--- src/rtl/logic_unit_sweep.sv ---
// logic_unit_sweep: registered bitwise logic unit with an exhaustive (a, b) truth-table sweep engine.
module logic_unit_sweep #(
    parameter int WIDTH = 4
) (
    input  logic             clk,
    input  logic             rst_n,
    input  logic             in_valid,
    input  logic [WIDTH-1:0] in_a,
    input  logic [WIDTH-1:0] in_b,
    input  logic [2:0]       in_op,
    input  logic             sweep_start,
    input  logic [2:0]       sweep_op,
    input  logic             sweep_pause,
    output logic             out_valid,
    output logic [WIDTH-1:0] out_a,
    output logic [WIDTH-1:0] out_b,
    output logic [2:0]       out_op,
    output logic [WIDTH-1:0] out_y,
    output logic             busy,
    output logic             done
);
    localparam int CW = 2 * WIDTH;
    typedef enum logic {IDLE, SWEEP} state_t;
    state_t           state, next_state;
    logic [CW-1:0]    cnt, cnt_inc, nxt_cnt;
    logic [2:0]       op_q, ld_op;
    logic [WIDTH-1:0] ld_a, ld_b;
    logic             sweeping, ld, ld_done;

    function automatic logic [WIDTH-1:0] f(input logic [2:0] op, input logic [WIDTH-1:0] a, input logic [WIDTH-1:0] b);
        case (op)
            3'd0:    f = ~a;
            3'd1:    f = a & b;
            3'd2:    f = a | b;
            3'd3:    f = a ^ b;
            3'd4:    f = ~(a & b);
            3'd5:    f = ~(a | b);
            3'd6:    f = ~(a ^ b);
            default: f = a;
        endcase
    endfunction

    assign cnt_inc  = cnt + CW'(1);
    assign sweeping = state == SWEEP;
    assign busy     = sweeping;

    always_ff @(posedge clk or negedge rst_n)
        if (!rst_n) state <= IDLE;
        else        state <= next_state;

    always_comb begin
        next_state = state;
        if (!sweeping && sweep_start) next_state = SWEEP;
        else if (sweeping && !sweep_pause && &cnt) next_state = IDLE;
    end

    // cnt indexes the vector currently on the outputs; the next one is built from cnt+1
    always_comb begin
        ld      = sweeping ? (!sweep_pause && !(&cnt)) : (sweep_start || in_valid);
        ld_a    = sweeping ? cnt_inc[CW-1:WIDTH] : sweep_start ? {WIDTH{1'b0}} : in_a;
        ld_b    = sweeping ? cnt_inc[WIDTH-1:0] : sweep_start ? {WIDTH{1'b0}} : in_b;
        ld_op   = sweeping ? op_q : sweep_start ? sweep_op : in_op;
        ld_done = sweeping && ld && &cnt_inc;
        nxt_cnt = !sweeping ? {CW{1'b0}} : sweep_pause ? cnt : ld ? cnt_inc : {CW{1'b0}};
    end

    always_ff @(posedge clk or negedge rst_n)
        if (!rst_n) begin
            cnt       <= '0;
            op_q      <= '0;
            out_valid <= 1'b0;
            done      <= 1'b0;
            out_a     <= '0;
            out_b     <= '0;
            out_op    <= '0;
            out_y     <= '0;
        end else begin
            cnt       <= nxt_cnt;
            out_valid <= ld;
            done      <= ld_done;
            if (!sweeping && sweep_start) op_q <= sweep_op;
            if (ld) begin
                out_a  <= ld_a;
                out_b  <= ld_b;
                out_op <= ld_op;
                out_y  <= f(ld_op, ld_a, ld_b);
            end
        end
endmodule
--- config.mk ---
export PLATFORM = sky130hd
export DESIGN_NAME = logic_unit_sweep
export DESIGN_NICKNAME = d
export VERILOG_FILES = /design/src/rtl/logic_unit_sweep.sv
export SDC_FILE = /design/constraint.sdc
export NUM_CORES = 1
export LEC_CHECK = 0
export BUFFER_PORTS_ARGS = -buffer_cell sky130_fd_sc_hd__buf_2
export CAP_MARGIN = 15
export CORE_UTILIZATION = 55
export DETAILED_ROUTE_END_ITERATION = 7
export PLACE_DENSITY_LB_ADDON = 0.25
export SLEW_MARGIN = 40
export SYNTH_ARGS = -nofsm -noshare
export SYNTH_HDL_FRONTEND = slang
export SYNTH_SLANG_ARGS = --single-unit
--- constraint.sdc ---
create_clock -name clk -period 3.2 [get_ports clk]
set_clock_uncertainty 0.15 [all_clocks]
set_input_delay 0.32 -clock clk [delete_from_list [all_inputs] [get_ports clk]]
set_output_delay 0.32 -clock clk [all_outputs]
set_load 0.1 [all_outputs]
## Word level (Yosys, flattened, before mapping)

Index checks and enable logic that the tools add are counted.

- Flip-flop bits (word level): 29
- Output and inout bits: 18
- Logic and storage cells: 51

- $add $sub $neg: 1
- Eq/ne operators: 7
- Multiplexer cells: 13
- Bitwise operators: 7
- Reductions and logical operators: 14

Operators by type and width:

| cell | number |
|---|---|
| $pmux 4 s7 | 1 |
| $mux 8 | 3 |
| $mux 4 | 4 |
| $not 4->4 | 4 |
| $reduce_and 8->1 | 2 |
| $eq 3x3->1 const B | 3 |
| $add 8x1->8 const B | 1 |
| $eq 3x2->1 const B | 2 |
| $logic_and 1x1->1 | 6 |
| $mux 3 | 2 |
| $and 4x4->4 | 1 |
| $or 4x4->4 | 1 |
| $xor 4x4->4 | 1 |
| $eq 3x1->1 const B | 1 |
| $logic_not 1->1 | 3 |
| $logic_not 3->1 | 1 |
| $mux 1 | 3 |
| $ne 2x2->1 const B | 1 |
| $reduce_bool 2->1 | 1 |
| $logic_or 1x1->1 | 1 |

## Depth between registers and ports, before layout

- Depth after elaboration: 7
- Depth in mapped cells: 10
- Mapped depth without buffers: 10

## Worst setup path before layout

OpenSTA, ideal clock, no wires.

- Kind: flip-flop to flip-flop
- Start: register state (netlist: busy)
- End: register out_y[0]
- Setup time: 0.129 ns
- Data arrival time: 2.660 ns
- Slack: 0.261 ns
- Stages on the path, launching flop included: 11
- Buffers on the path: 3
- Period minus slack after synthesis: 2.939 ns
- Path through: dfrtp_1 -> buf_2 -> buf_2 -> buf_2 -> a22oi_1 -> inv_1 -> ha_1 -> nor2_1 -> a211oi_1 -> nor4_1 -> o31ai_1

- Longest elaborated chain between the ends: 4

Ends and longest elaborated chain:

| element | line | source |
|---|---|---|
| start: declaration | 24 | `state_t state, next_state;` |
| start signal: assignment | 49 | `else state <= next_state;` |
| $mux 4 * | 61 | `ld_b = sweeping ? cnt_inc[WIDTH-1:0] : sweep_start ? {WIDTH{1'b0}} : in_b;` |
| named net ld_b[0] | 27 | `logic [WIDTH-1:0] ld_a, ld_b;` |
| $xor 4x4->4 (tied with other cells) | 35, 38 |  |
| $not 4->4, on equally long branches | 38, 36, 37 |  |
| $pmux 4 s7 * | 31 | `case (op)` |
| end signal: assignment | 86 | `out_y <= f(ld_op, ld_a, ld_b);` |
| end: declaration | 18 | `output logic [WIDTH-1:0] out_y,` |

The timed path passes the listed nets; every way through them passes the cells marked *.
A chain may end at the register's enable or synchronous reset.

## Final worst setup path

- Start: register cnt[0]
- End: register out_y[0]

- Longest elaborated chain between the ends: 5

Ends and longest elaborated chain:

| element | line | source |
|---|---|---|
| start: declaration | 25 | `logic [CW-1:0] cnt, cnt_inc, nxt_cnt;` |
| start signal: assignment | 78 | `cnt <= nxt_cnt;` |
| $add 8x1->8 * | 43 | `assign cnt_inc = cnt + CW'(1);` |
| $mux 4 * | 60 | `ld_a = sweeping ? cnt_inc[CW-1:WIDTH] : sweep_start ? {WIDTH{1'b0}} : in_a;` |
| named net ld_a[0] | 27 |  |
| $xor 4x4->4 (tied with other cells) | 35, 38 |  |
| $not 4->4, on equally long branches | 38, 36, 37 |  |
| $pmux 4 s7 * | 31 |  |

Marks and branches as above.

==> flow_metrics.tcl <==
set metrics [dict create \
    grt_pass1_vias 1716 \
    cts.hold.buffers_added 1 \
    via_per_inst 6.01 \
    row_count 21 \
    yosysSeqAreaShare_pct 35.1 \
    worst-r2r-cell-count 10 \
    grt_usage_pct 27.8 \
    worst_ep_required_time_ns 3.24 \
    clk_pin_slew_ns 0.07 \
    r2r-end "out_y[0]" \
    grt_max_degree 34 \
    drt_iter0_markers 186 \
    cts_buffer_depth 2 \
    drive_gt1_share_pct 21.9 \
    timing_worst_setup_path_type "flop to flop" \
    grt_pass1_wl_mm 8.52 \
    fp.dieW_um 63.3 \
    wirelength_mm 5.04 \
    yosysMostFrequentCell "nand2_1" \
    cts_tree "yes" \
    area_growth_syn_to_layout_pct 15.5 \
    h-tree-depth 2 \
    timing.slew.headroom_pct 57.0 \
    switching_share_pct 47.8 \
    cap_violations 0 \
    clockRootBuffer "clkbuf_8" \
    tightest_slew_ns 0.645 \
    endpoint "out_y[0]" \
    setup_tns_ns 0 \
    p_seq_share_pct 30.7 \
    dp_hpwl_mm 3.56 \
    grt-ovfl-total 0 \
    n_antenna_cell 0 \
    die-area_um2 4010 \
    synth-async-reset-ratio_pct 100 \
    end_kind "flop" \
    synth_top_area_cell "dfrtp_1" \
    antenna_found_initial 0 \
    cts_buffers 5 \
    p_int_uw 888 \
    ant_nets 0 \
    ir_drop_v 0.000392 \
    postSynthCellCount 244 \
    cp_max_fo 9 \
    cp.arrival_ns 2.81 \
    synth_area_leaders "dfrtp_1 (35%), nand2_1 (6.2%), o21ai_0 (5.6%)" \
    ys_ff_latch 29 \
    fmax_ghz 0.360 \
    synth_ff_type "dfrtp_1" \
    reg2reg_slack_ns 0.43 \
    final.min_clock_period_ns 2.77 \
    startpoint_type "flop" \
    syn_nets 267 \
    avgRoutedWirePerCell_um 15.5 \
    place.port_buffers 36 \
    combPwrFrac_pct 45.9 \
    dieHeight_um 63.3 \
    rsz0062_at_grt "no" \
    nets 301 \
    start_util_pct 59.6 \
    vias 1953 \
    p_sw_uw 813 \
    syn_area_per_cell_um2 8.47 \
    slew_violations 0 \
    post_cts_buffers 0 \
    synthDistinctLibCells 56 \
    setup_viol 0 \
    synth_edf_count 0 \
    synth_warnings 0 \
    synth_top_area_share_pct 35.1 \
    firstDrtPassIters 4 \
    hold_violations 0 \
    finalPower_mw 1.70 \
    drc 0 \
    reg2reg_from "cnt[0]" \
    min-delay-path-class "input pin to flop" \
    netlist_area_um2 2070 \
    ios 37 \
    status "complete, no violations" \
    gp_congestion 0.948 \
    clock-sinks 29 \
    design.core.area_um2 3470 \
    power_frac_clock_pct 23.5 \
    synth_common_cells "nand2_1 (34), dfrtp_1 (29), o21ai_0 (23), a21oi_1 (18), nor2_1 (16)" \
    crit_start "cnt[0]" \
    worstSkewPairLatency_ns 0.29 \
    p_leak_nw 1.10 \
    p_per_area_nw_per_um2 713 \
    post_cts_resized 0 \
    fin_crit_sh_pct 86.7 \
]
-- power groups by stage --
stage               clock network (mW)  logic [mW]  registers, mW
CTS                              0.402       0.777          0.521
global route                     0.426       0.836          0.533
finish                           0.399       0.780          0.522
global placement                     0       0.761          0.522
detailed placement                   0       0.772          0.527
floorplan                            0       0.334          0.819
-- layout by cell type (no fill, tap or decap), types with 4 or more instances in the layout --
master and count:
a21o_1 4, a21oi_1 18, buf_2 36, clkbuf_8 6
dfrtp_1 29, ha_1 4, inv_1 12, mux2_2 4
mux2i_1 4, nand2_1 34, nand3_1 5, nor2_1 16
nor3_1 12, o211ai_1 6, o21a_1 5, o21ai_0 23
o31ai_1 4
-- how the worst min path moves through the flow --
stage / slack (ns) / end / from / cells past startpoint
after floorplan: -0.13 / busy / rst_n / 0
after global routing: 0.15 / op_q[1] / sweep_op[1] / 2
final: 0.15 / op_q[1] / sweep_op[1] / 2
after CTS: 0.15 / op_q[1] / sweep_op[1] / 2
after global placement: 0.23 / out_b[2] / rst_n / 1
after detailed placement: 0.23 / out_b[3] / rst_n / 1
-- sequential cells by signal, indices dropped and copies added (netlist names) --
signal,count
out_op,3
out_valid,1
done,1
out_a,4
busy,1
cnt,8
out_y,4
op_q,3
out_b,4
-- critical path, cell delays in order (launching register included) --
cell and delay, ns:
dfrtp_1 0.47, ha_1 0.27, nand3_2 0.23, xnor2_1 0.23, a22oi_2 0.28, inv_1 0.09
ha_1 0.34, nor2_1 0.06, a211oi_1 0.21, nor4_1 0.08, o31ai_1 0.25
-- stage by stage --
stage	hold slack [ns]	instances	setup slack (ns)	utilization [%]	cell area [µm²]
floorplan	-0.126	244	0.261	-	2070
global placement	0.234	316	0.602	65.2	2260
detailed placement	0.230	316	0.493	65.2	2260
CTS	0.147	325	0.472	68.8	2390
global route	0.153	325	0.227	68.8	2390
finish	0.146	325	0.426	68.8	2390
-- layer usage --
| layer | up-vias | global-route usage, % | share of wire (%) |
|---|---|---|---|
| met2 | 78 | 41.3 | 44 |
| li1 | 967 | - | - |
| met1 | 902 | 39.1 | 48 |
| met4 | 0 | 10.2 | 1.4 |
| met5 | - | 0 | 0 |
| met3 | 6 | 6.52 | 6.5 |
-- final cells by class --
type | count | area (µm²)
Inverter | 12 | 45.0
Clock inverter | 1 | 30.0
Clock buffer | 7 | 86.3
Multi-Input combinational cell | 191 | 1240
Tap cell | 46 | 57.6
Sequential cell | 29 | 726
Fill cell | 287 | 1080
Timing Repair Buffer | 39 | 205
-- cells by family (layout without fill, tap and decap cells) --
logic type,count (synthesis),after routing,share of synthesized area (%)
AND/OR/NAND/NOR,90,90,22.6
AO/OA/AOI/OAI,84,84,28.2
flip-flops,29,29,35.1
buffers and inverters,24,59,5.02
multiplexers,8,8,4.12
XOR/XNOR,5,5,2.48
adder cells (fa/ha/maj),4,4,2.42
(Power assumes the default switching activity.)
